### config.mk
export PLATFORM = sky130hd
export DESIGN_NAME = wub_input_scanner
export DESIGN_NICKNAME = d
export VERILOG_FILES = /design/src/rtl/wub_input_scanner.sv
export SDC_FILE = /design/constraint.sdc
export NUM_CORES = 1
export LEC_CHECK = 0
export CORE_MARGIN = 4
export CORE_UTILIZATION = 53
export CTS_BUF_LIST = sky130_fd_sc_hd__clkbuf_8
export DETAILED_ROUTE_END_ITERATION = 7
export PLACE_DENSITY = 0.71
export SYNTH_ARGS = -nofsm -noshare
export SYNTH_HDL_FRONTEND = slang
export SYNTH_SLANG_ARGS = --single-unit
### constraint.sdc
create_clock -name SYSCLK -period 5.5 [get_ports SYSCLK]
set_clock_uncertainty 0.2 [all_clocks]
set_input_delay 1.65 -clock SYSCLK [delete_from_list [all_inputs] [get_ports SYSCLK]]
set_output_delay 1.65 -clock SYSCLK [all_outputs]
set_load 0.01 [all_outputs]
### src/rtl/wub_input_scanner.sv
// rtl/wub_input_scanner.sv - N-channel input synchroniser/debouncer with event FIFO (optional WUB_SCAN_TIMESTAMP_EN)
module wub_input_scanner #(
    parameter int                NUM_CH          = 5,
    parameter int                DEBOUNCE_CYCLES = 10000,
    parameter int                FIFO_DEPTH      = 8,
    parameter logic [NUM_CH-1:0] INIT_LEVEL      = {NUM_CH{1'b0}},
    parameter int                TS_W            = 16,
    localparam int               CH_W            = (NUM_CH > 1) ? $clog2(NUM_CH) : 1,
    localparam int               CNT_W           = $clog2(FIFO_DEPTH) + 1
) (
    input  logic              SYSCLK,
    input  logic              NSYSRESET,
    input  logic [NUM_CH-1:0] raw_in,
    output logic [NUM_CH-1:0] level,
    output logic              evt_valid,
    input  logic              evt_ready,
    output logic [CH_W-1:0]   evt_chan,
    output logic              evt_level,
`ifdef WUB_SCAN_TIMESTAMP_EN
    output logic [TS_W-1:0]   evt_time,
`endif
    output logic [CNT_W-1:0]  evt_count,
    output logic              ovf,
    input  logic              ovf_clr
);

    localparam int DBC_W = $clog2(DEBOUNCE_CYCLES);
    localparam int PTR_W = $clog2(FIFO_DEPTH);
`ifdef WUB_SCAN_TIMESTAMP_EN
    localparam int E_W   = CH_W + 1 + TS_W;
`else
    localparam int E_W   = CH_W + 1;
`endif

    logic [NUM_CH-1:0] sync1_q, sync1_d, sync2_q, sync2_d;
    logic [NUM_CH-1:0] level_q, level_d, pend_q, pend_d, pend_lvl_q, pend_lvl_d;
    logic [NUM_CH-1:0] qual;
    logic [DBC_W-1:0]  cnt_q [NUM_CH];
    logic [DBC_W-1:0]  cnt_d [NUM_CH];
    logic [E_W-1:0]    mem_q [FIFO_DEPTH];
    logic [E_W-1:0]    mem_d [FIFO_DEPTH];
    logic [PTR_W-1:0]  wr_ptr_q, wr_ptr_d, rd_ptr_q, rd_ptr_d;
    logic [CNT_W-1:0]  count_q, count_d;
    logic              ovf_q, ovf_d, ovf_set;
    logic              found, push, pop, push_lvl;
    logic [CH_W-1:0]   push_idx;
    logic [E_W-1:0]    push_entry, head;
`ifdef WUB_SCAN_TIMESTAMP_EN
    logic [TS_W-1:0]   ts_q, ts_d, push_ts;
    logic [TS_W-1:0]   pend_ts_q [NUM_CH];
    logic [TS_W-1:0]   pend_ts_d [NUM_CH];
`endif

    // Synchroniser shift and per-channel debounce counters; qual marks an accepted level change
    always_comb begin
        sync1_d = raw_in;
        sync2_d = sync1_q;
        level_d = level_q;
        qual    = '0;
        for (int i = 0; i < NUM_CH; i++) begin
            cnt_d[i] = '0;
            if (sync2_q[i] != level_q[i]) begin
                if (cnt_q[i] == DBC_W'(DEBOUNCE_CYCLES - 1)) begin
                    level_d[i] = sync2_q[i];
                    qual[i]    = 1'b1;
                end else begin
                    cnt_d[i] = cnt_q[i] + 1'b1;
                end
            end
        end
    end

    // Fixed-priority arbiter: lowest pending channel, pushed only if a slot is free after this cycle's pop
    always_comb begin
        found    = 1'b0;
        push_idx = '0;
        push_lvl = 1'b0;
`ifdef WUB_SCAN_TIMESTAMP_EN
        push_ts  = '0;
`endif
        for (int i = 0; i < NUM_CH; i++) begin
            if (pend_q[i] && !found) begin
                found    = 1'b1;
                push_idx = CH_W'(i);
                push_lvl = pend_lvl_q[i];
`ifdef WUB_SCAN_TIMESTAMP_EN
                push_ts  = pend_ts_q[i];
`endif
            end
        end
        pop  = (count_q != '0) && evt_ready;
        push = found && ((count_q != CNT_W'(FIFO_DEPTH)) || pop);
`ifdef WUB_SCAN_TIMESTAMP_EN
        push_entry = {push_idx, push_lvl, push_ts};
`else
        push_entry = {push_idx, push_lvl};
`endif
    end

    // Pending-event bookkeeping; a new change on a still-pending channel overwrites it and flags a loss
    always_comb begin
        pend_d     = pend_q;
        pend_lvl_d = pend_lvl_q;
        ovf_set    = 1'b0;
`ifdef WUB_SCAN_TIMESTAMP_EN
        ts_d       = ts_q + 1'b1;
        pend_ts_d  = pend_ts_q;
`endif
        for (int i = 0; i < NUM_CH; i++) begin
            if (push && (push_idx == CH_W'(i))) begin
                pend_d[i] = 1'b0;
            end
            if (qual[i]) begin
                if (pend_q[i] && !(push && (push_idx == CH_W'(i)))) begin
                    ovf_set = 1'b1;
                end
                pend_d[i]     = 1'b1;
                pend_lvl_d[i] = sync2_q[i];
`ifdef WUB_SCAN_TIMESTAMP_EN
                pend_ts_d[i]  = ts_q;
`endif
            end
        end
        ovf_d = ovf_set ? 1'b1 : (ovf_clr ? 1'b0 : ovf_q);
    end

    // FIFO pointer/occupancy update and entry write
    always_comb begin
        mem_d    = mem_q;
        wr_ptr_d = wr_ptr_q;
        rd_ptr_d = rd_ptr_q;
        count_d  = count_q;
        if (push) begin
            mem_d[wr_ptr_q] = push_entry;
            wr_ptr_d        = wr_ptr_q + 1'b1;
        end
        if (pop) begin
            rd_ptr_d = rd_ptr_q + 1'b1;
        end
        if (push && !pop) begin
            count_d = count_q + 1'b1;
        end else if (pop && !push) begin
            count_d = count_q - 1'b1;
        end
    end

    // Control state registers, all cleared by asynchronous reset
    always_ff @(posedge SYSCLK or negedge NSYSRESET) begin
        if (!NSYSRESET) begin
            sync1_q    <= INIT_LEVEL;
            sync2_q    <= INIT_LEVEL;
            level_q    <= INIT_LEVEL;
            pend_q     <= '0;
            pend_lvl_q <= '0;
            wr_ptr_q   <= '0;
            rd_ptr_q   <= '0;
            count_q    <= '0;
            ovf_q      <= 1'b0;
            for (int i = 0; i < NUM_CH; i++) begin
                cnt_q[i] <= '0;
            end
`ifdef WUB_SCAN_TIMESTAMP_EN
            ts_q <= '0;
            for (int i = 0; i < NUM_CH; i++) begin
                pend_ts_q[i] <= '0;
            end
`endif
        end else begin
            sync1_q    <= sync1_d;
            sync2_q    <= sync2_d;
            level_q    <= level_d;
            pend_q     <= pend_d;
            pend_lvl_q <= pend_lvl_d;
            wr_ptr_q   <= wr_ptr_d;
            rd_ptr_q   <= rd_ptr_d;
            count_q    <= count_d;
            ovf_q      <= ovf_d;
            cnt_q      <= cnt_d;
`ifdef WUB_SCAN_TIMESTAMP_EN
            ts_q       <= ts_d;
            pend_ts_q  <= pend_ts_d;
`endif
        end
    end

    // FIFO storage; contents are never observed while empty so it needs no reset
    always_ff @(posedge SYSCLK) begin
        mem_q <= mem_d;
    end

    assign head      = mem_q[rd_ptr_q];
    assign evt_valid = (count_q != '0);
    assign evt_count = count_q;
    assign level     = level_q;
    assign ovf       = ovf_q;
    assign evt_chan  = evt_valid ? head[E_W-1 -: CH_W] : '0;
`ifdef WUB_SCAN_TIMESTAMP_EN
    assign evt_level = evt_valid ? head[TS_W] : 1'b0;
    assign evt_time  = evt_valid ? head[TS_W-1:0] : '0;
`else
    assign evt_level = evt_valid ? head[0] : 1'b0;
`endif

endmodule

==> summary.md, run 1 <==
| Metric | Value |
|---|---|
| Yosys cell types | 43 |
| Worst Tran Pin Value | 0.887 ns |
| Critical Path RT | 3.65 ns |
| Hpwl dp | 7080 um |
| Post-synth top flop | dfrtp_1 |
| Fin. max-slew vios | 0 |
| Reg2Reg Launch Point | evt_count[0] |
| Total Power | around 0.0022 W |
| Origin of the worst setup path | rd_ptr_q[0] |
| Final hold vios | 0 |
| Final-stage net count | 556 |
| Final hold slack | 0.155 ns |
| GR Util met3 | 4.67% |
| Wire length of the first global-routing pass | 18,000 um |
| Cts bufs inserted | 17 |
| Outcome | completed |
| CTS H-tree lvls | 4 |
| Largest net degree at the start of global routing | 70 |
| GRT Util Overall | between 10% and 20% |
| Gate Count Post-Synth | 501 |
| Drt via density | 5.34 |
| Unrepaired setup endpoints after global routing | no |
| Highest-count cells in the layout ignoring fill and taps | 101 x dfrtp_1, 96 x nor2_1, 42 x xnor2_1 |
| HP Start | sync1_q[0] |
| N_diodes | 0 |
| Die ar. | about 13,000 sq um |
| Starting density of the core | a little over half |
| Met2 Usage GRT | 28.9% |
| WP data arrival | 2.44 ns |
| Clock transition at path regs | 0.07 ns |
| Fmax | 233 MHz |
| Setup violators final | 0 |
| MaxCap Viol Count | 0 |
| Mapped Avg Cell Area | 11.8 sq um |
| Post-CTS Hold Buffers | 0 |
| Hold Crit Endpoint | sync2_q[0] |
| GR peak layer | met2 |
| Resized Gates After CTS | 0 |
| Cell Area, Synth | between 5000 and 6000 sq um |
| Ys Warns | 0 |
| Relative slew slack | 40.3% |
| Met1 Usage GRT | between 20% and 30% |
| Antenna-violating nets left | 0 |
| Vias in the first global route | 3,797 |
| Sink Count | between 100 and 150 |
| Hold depth | 0 |
| Worst Reg-to-Reg Cells | 11 |
| # DRC | 0 |
| Via count | 3,681 |
| Syn Nets | 521 |
| Critical path launch point type | flop |
| CTS tree | built |
| Die height | 113 um |
| Post-synth EDFFs | 32 |
| Gr ovfl total | 0 |
| Maximum vdd ir drop | between 200 and 250 uV |
| Reg-to-Reg End | evt_count[3] |
| Wire per inst | roughly 15 um |
| Area Overhead vs Synth | 12.1% |
| Core ar. | 10,800 sq um |
| Final min period | roughly 4.3 ns |
| FF-to-FF setup slack | 2.46 ns |
| Fin Setup TNS | 0 ns |
| Core Rows | 38 |
| Initial antenna violation count | 0 |
| Input/output buffers | 23 |
| Commonest non-fill, non-tap cell in the layout | dfrtp_1 |
| Async SR Flop Fraction | 75.9% |
| Seq/Total Area, Yosys | about three fifths |
| CP Capture Type | output pin |
| RePlAce Congestion | 0.840 |
| Critical path class | reg -> out |
| CP Max Fanout | 10 |
| DRT Pass-1 Iters | 4 |
| Clock tree buffer depth | 2 |
| Share of the clock period used by the worst path | 78.0% |
| Post-CTS setup buffer count | 0 |
| DRT Wirelength | about 10,000 um |
| Share of layout cells above drive strength 1 | 8.74% |
| DR iter-0 viols | 156 |
| Tightest Hold Check Type | reg -> reg |
| Leak Pwr | 2.79 nW |
| Root Driver | clkbuf_8 |
| Ports | 24 |
| DIE WIDTH | 113 um |
| Clock Latency Late Sink | 0.43 ns |
| Yosys reg bits | ~130 |
| Pwr Density | 336 nW/um^2 |
[cells by family (layout without fill, tap and decap cells)]
group,Yosys count,count (layout),share of synthesized area [%]
xor gates and xnor gates,73,73,10.9
muxes,20,20,5.25
and+or+nand+nor,225,225,18.6
adders and majority gates,11,11,2.46
AOI/OAI and AO/OA,20,20,2.25
buffers and inverters,19,67,1.40
DFF,133,133,59.2
[final cells by class]
type	count	area (sq um)
Multi-Input combinational cell	349	2320
Inverter	11	41.3
Timing Repair Buffer	24	235
Clock inverter	14	95.1
Fill cell	900	4240
Clock buffer	18	248
Sequential cell	133	3490
Tap cell	140	175
[registers in the layout (all words and copies together), names as in the netlist]
register and flops:
evt_count 4, cnt_q 70, sync1_q 5, pend_q 5, sync2_q 5, mem_q 32
wr_ptr_q 3, level 5, rd_ptr_q 3, ovf 1
[where the power goes]
group	total [W]	switching (W)	leakage [nW]	internal, W
registers	0.00114	0.0000917	1.65	0.00105
logic	0.000373	0.000146	0.961	0.000227
clock network	0.000706	0.000351	0.178	0.000355
[how the worst max path moves through the flow]
stage,to,cells past startpoint
floorplan,evt_count[3],12
finish,evt_level,4
global route,evt_chan[1],4
detailed placement,evt_count[3],13
global placement,evt_count[3],13
CTS,evt_level,4
[layer usage]
metal | up-vias | part of all wire [%]
met2 | 45 | 50
met4 | 0 | 2.1
met3 | 18 | 2.7
met1 | 1819 | 45
li1 | 1799 | -
met5 | - | 0
[worst max-delay path, cell delays in order, from the launching register on]
cell and delay, ns:
dfrtp_1 0.72, mux4_2 0.59, mux2i_1 0.15, nor2_1 0.05, clkdlybuf4s50_1 0.50
[through the flow]
stage | area (sq um) | instances | util [%] | setup slack, ns
global route | 6600 | 689 | 60.9 | 1.01
floorplan | 5890 | 501 | - | 1.60
finish | 6600 | 689 | 60.9 | 1.21
CTS | 6600 | 689 | 60.9 | 1.15
detailed placement | 6260 | 657 | 57.7 | 0.819
global placement | 6260 | 657 | 57.7 | 0.938
[synth_stat cells, types with 4 or more instances]
cell      instances  area, sq um
dfrtp_1         101         2530
nor2_1           96          360
xnor2_1          42          368
nand2_1          33          124
edfxtp_1         32          961
xor2_1           31          272
nand3_1          24          120
and3_1           19          119
nand4_1          12         75.1
inv_1            11         41.3
nor3_1           11         55.1
ha_1             10          125
mux4_2            8          180
o21ai_0           8         40.0
mux2_2            7         78.8
and2_1            5         31.3
mux2i_1           5         50.1
nand2b_1          5         31.3
a21oi_1           4         20.0
clkbuf_1          4         15.0
nor4_1            4         25.0
Note: power is estimated with default switching activity, not from simulation.
==> inputs of run 2 (changes only) <==
==> constraint.sdc (replaced) <==
create_clock -name SYSCLK -period 4.1 [get_ports SYSCLK]
set_clock_uncertainty 0.2 [all_clocks]
set_input_delay 1.23 -clock SYSCLK [delete_from_list [all_inputs] [get_ports SYSCLK]]
set_output_delay 1.23 -clock SYSCLK [all_outputs]
set_load 0.01 [all_outputs]
==> run 2 against run 1 <==
  * Utilization increased by 0.65 points
  * Global-route usage decreased by 0.48 points
  * Register-to-register slack got worse by 1.3 ns
==> summary.md, run 2 (same netlist as run 1, synthesis figures left out) <==
| Metric | Value |
|---|---|
| Critical path class | reg -> out |
| Leak Pwr | 2.82 nW (+1.2%) |
| Total Power | 0.00303 W (+36%) |
| WP data arrival | 2.43 ns (about the same) |
| Filler cell count | 885 (-1.7%) |
| Outcome | completed |
| N_diodes | 0 (unchanged) |
| CP Capture Type | output pin |
| CTS tree | built |
| Fin. max-slew vios | 0 (unchanged) |
| Commonest non-fill, non-tap cell in the layout | dfrtp_1 |
| DIE WIDTH | 113 um (unchanged) |
| Initial antenna violation count | 0 (unchanged) |
| Relative slew slack | 59.4% (+19 points) |
| Vias in the first global route | 3,798 (+0.026%) |
| Wire length of the first global-routing pass | 17,800 um (-1.0%) |
| Clock tree buffer depth | 2 (unchanged) |
| Final hold vios | 0 (unchanged) |
| Post-CTS setup buffer count | 0 (unchanged) |
| Gr ovfl total | 0 (unchanged) |
| Share of the clock period used by the worst path | a little over nine tenths |
| Pwr Density | 453 nW/um^2 (+35%) |
| Area Overhead vs Synth | 13.3% |
| Ports | 24 (unchanged) |
| Sink Count | 133 (unchanged) |
| Fin Setup TNS | 0 ns (unchanged) |
| DR iter-0 viols | 135 (-13%) |
| CTS H-tree lvls | 4 (unchanged) |
| Cts bufs inserted | 17 (unchanged) |
| Critical-path top delay cell | dfrtp_1 |
| Final min period | 3.86 ns |
| Root Driver | clkbuf_8 |
| Die height | 113 um (unchanged) |
| Reg with most FFs | cnt_q |
| Post-CTS Hold Buffers | 0 (unchanged) |
| Setup violators final | 0 (unchanged) |
| Worst path cell trace | mux4_2 -> mux2i_1 -> nor2_1 -> clkdlybuf4s50_1 |
| # DRC | 0 (unchanged) |
| Highest-count cells in the layout ignoring fill and taps | 101 x dfrtp_1, 96 x nor2_1, 42 x xnor2_1 |
| Maximum vdd ir drop | 300 uV (+23%) |
| Wire per inst | 14.6 um (+0.20%) |
| Resized Gates After CTS | 0 (unchanged) |
| Critical Path RT | 2.67 ns (-0.98 ns) |
| MaxCap Viol Count | 0 (unchanged) |
| Top Registers | cnt_q (70), mem_q (32) |
| Via count | 3,703 (+0.60%) |
| Core ar. | 10,800 sq um (unchanged) |
| DRT Pass-1 Iters | 4 (unchanged) |
| Fmax | 259 MHz |
| Max FFs per register | 70 (unchanged) |
| Input/output buffers | 23 (unchanged) |
| Unrepaired setup endpoints after global routing | no |
| Critical path launch point type | flop |
| Clock transition at path regs | 0.08 ns (about the same) |
| Tightest Hold Check Type | reg -> reg |
| Worst Tran Pin Value | 0.606 ns (-0.280 ns) |
| Die ar. | 12,900 sq um (unchanged) |
| Starting density of the core | 54.3% (unchanged) |
| Share of layout cells above drive strength 1 | 10.6% (+1.9 points) |
| CP Max Fanout | 10 (unchanged) |
| Antenna-violating nets left | 0 (unchanged) |
| Drt via density | 5.34 (-0.13%) |
| Largest net degree at the start of global routing | 102 (+46%) |
| RePlAce Congestion | 0.821 (-2.4%) |
| Clock Latency Late Sink | 0.42 ns (about the same) |
| GRT Util Overall | 17.4% (-0.48 points) |
| Final-stage net count | 561 (+0.90%) |
| Top delay family on crit path | multiplexers |
| DRT Wirelength | 10,100 um (+0.93%) |
| Slowest stage delay, CP | 0.70 ns (-0.02 ns) |
| WP buf/inv | 1 (unchanged) |
| Core Rows | 38 (unchanged) |
| Hpwl dp | 7100 um (+0.30%) |
-- run 2: changes by cell type in the layout (fill, tap and decap cells not counted) --
cell        delta
buf_4          +4
inv_1          -2
inv_6          +4
clkinv_1       -4
buf_12         +1
clkinv_2       +1
clkbuf_8       -1
clkinvlp_4     +1
clkinv_4       +1
-- run 2: final timing paths --
path,cells past startpoint,slack [ns],to,start
min in group asynchronous,2,0.66,cnt_q[34],NSYSRESET
max reg2reg,11,1.20,evt_count[3],evt_count[0]
min reg2reg,0,0.15,sync2_q[0],sync1_q[0]
min,0,0.15,sync2_q[0],sync1_q[0]
max,4,0.24,evt_chan[2],rd_ptr_q[0]
max in group asynchronous,2,2.65,cnt_q[26],NSYSRESET
-- run 2: cell type report --
type	count	area [sq um]	share of cell area (%)
clock buffer	17	234	3.51
clock inverter	15	129	1.93
inverter	11	41.3	0.619
multi-input combinational	349	2320	34.8
sequential	133	3490	52.3
tap	140	175	2.63
timing repair buffer	29	285	4.28
-- run 2: power by group --
part           internal [W]  switching, W
combinational      0.000306      0.000197
sequential          0.00141      0.000120
clock              0.000480      0.000516
-- run 2: worst reg2reg max path, stage by stage, from the launching register on --
cell and delay, ns:
dfrtp_1 0.49, nor4_2 0.52, inv_1 0.15, nand2_1 0.17, ha_1 0.20, inv_1 0.09, ha_1 0.28, a21o_1 0.18
a21oi_1 0.17, xnor2_1 0.13, nor2_1 0.06, xor2_1 0.14
-- run 2: stage by stage --
step                      setup slack (ns)  hold slack (ns)  utilization (%)  instance area, sq um  std cells
after floorplan                      0.615            0.131                -                  5890        501
after global placement               0.268            0.133             58.2                  6310        662
after detailed placement             0.203            0.136             58.2                  6310        662
after CTS                            0.148            0.154             61.6                  6670        694
after global routing                0.0369            0.164             61.6                  6670        694
final                                0.243            0.151             61.6                  6670        694
-- run 2: layer usage --
| metal | track usage (%) | wire [um] | up-vias |
|---|---|---|---|
| met4 | 6.49 | 151 | 0 |
| met5 | 0 | 0 | - |
| met1 | 22.9 | 4600 | 1830 |
| met2 | 28.0 | 5090 | 49 |
| met3 | 4.56 | 298 | 13 |
| li1 | - | - | 1811 |
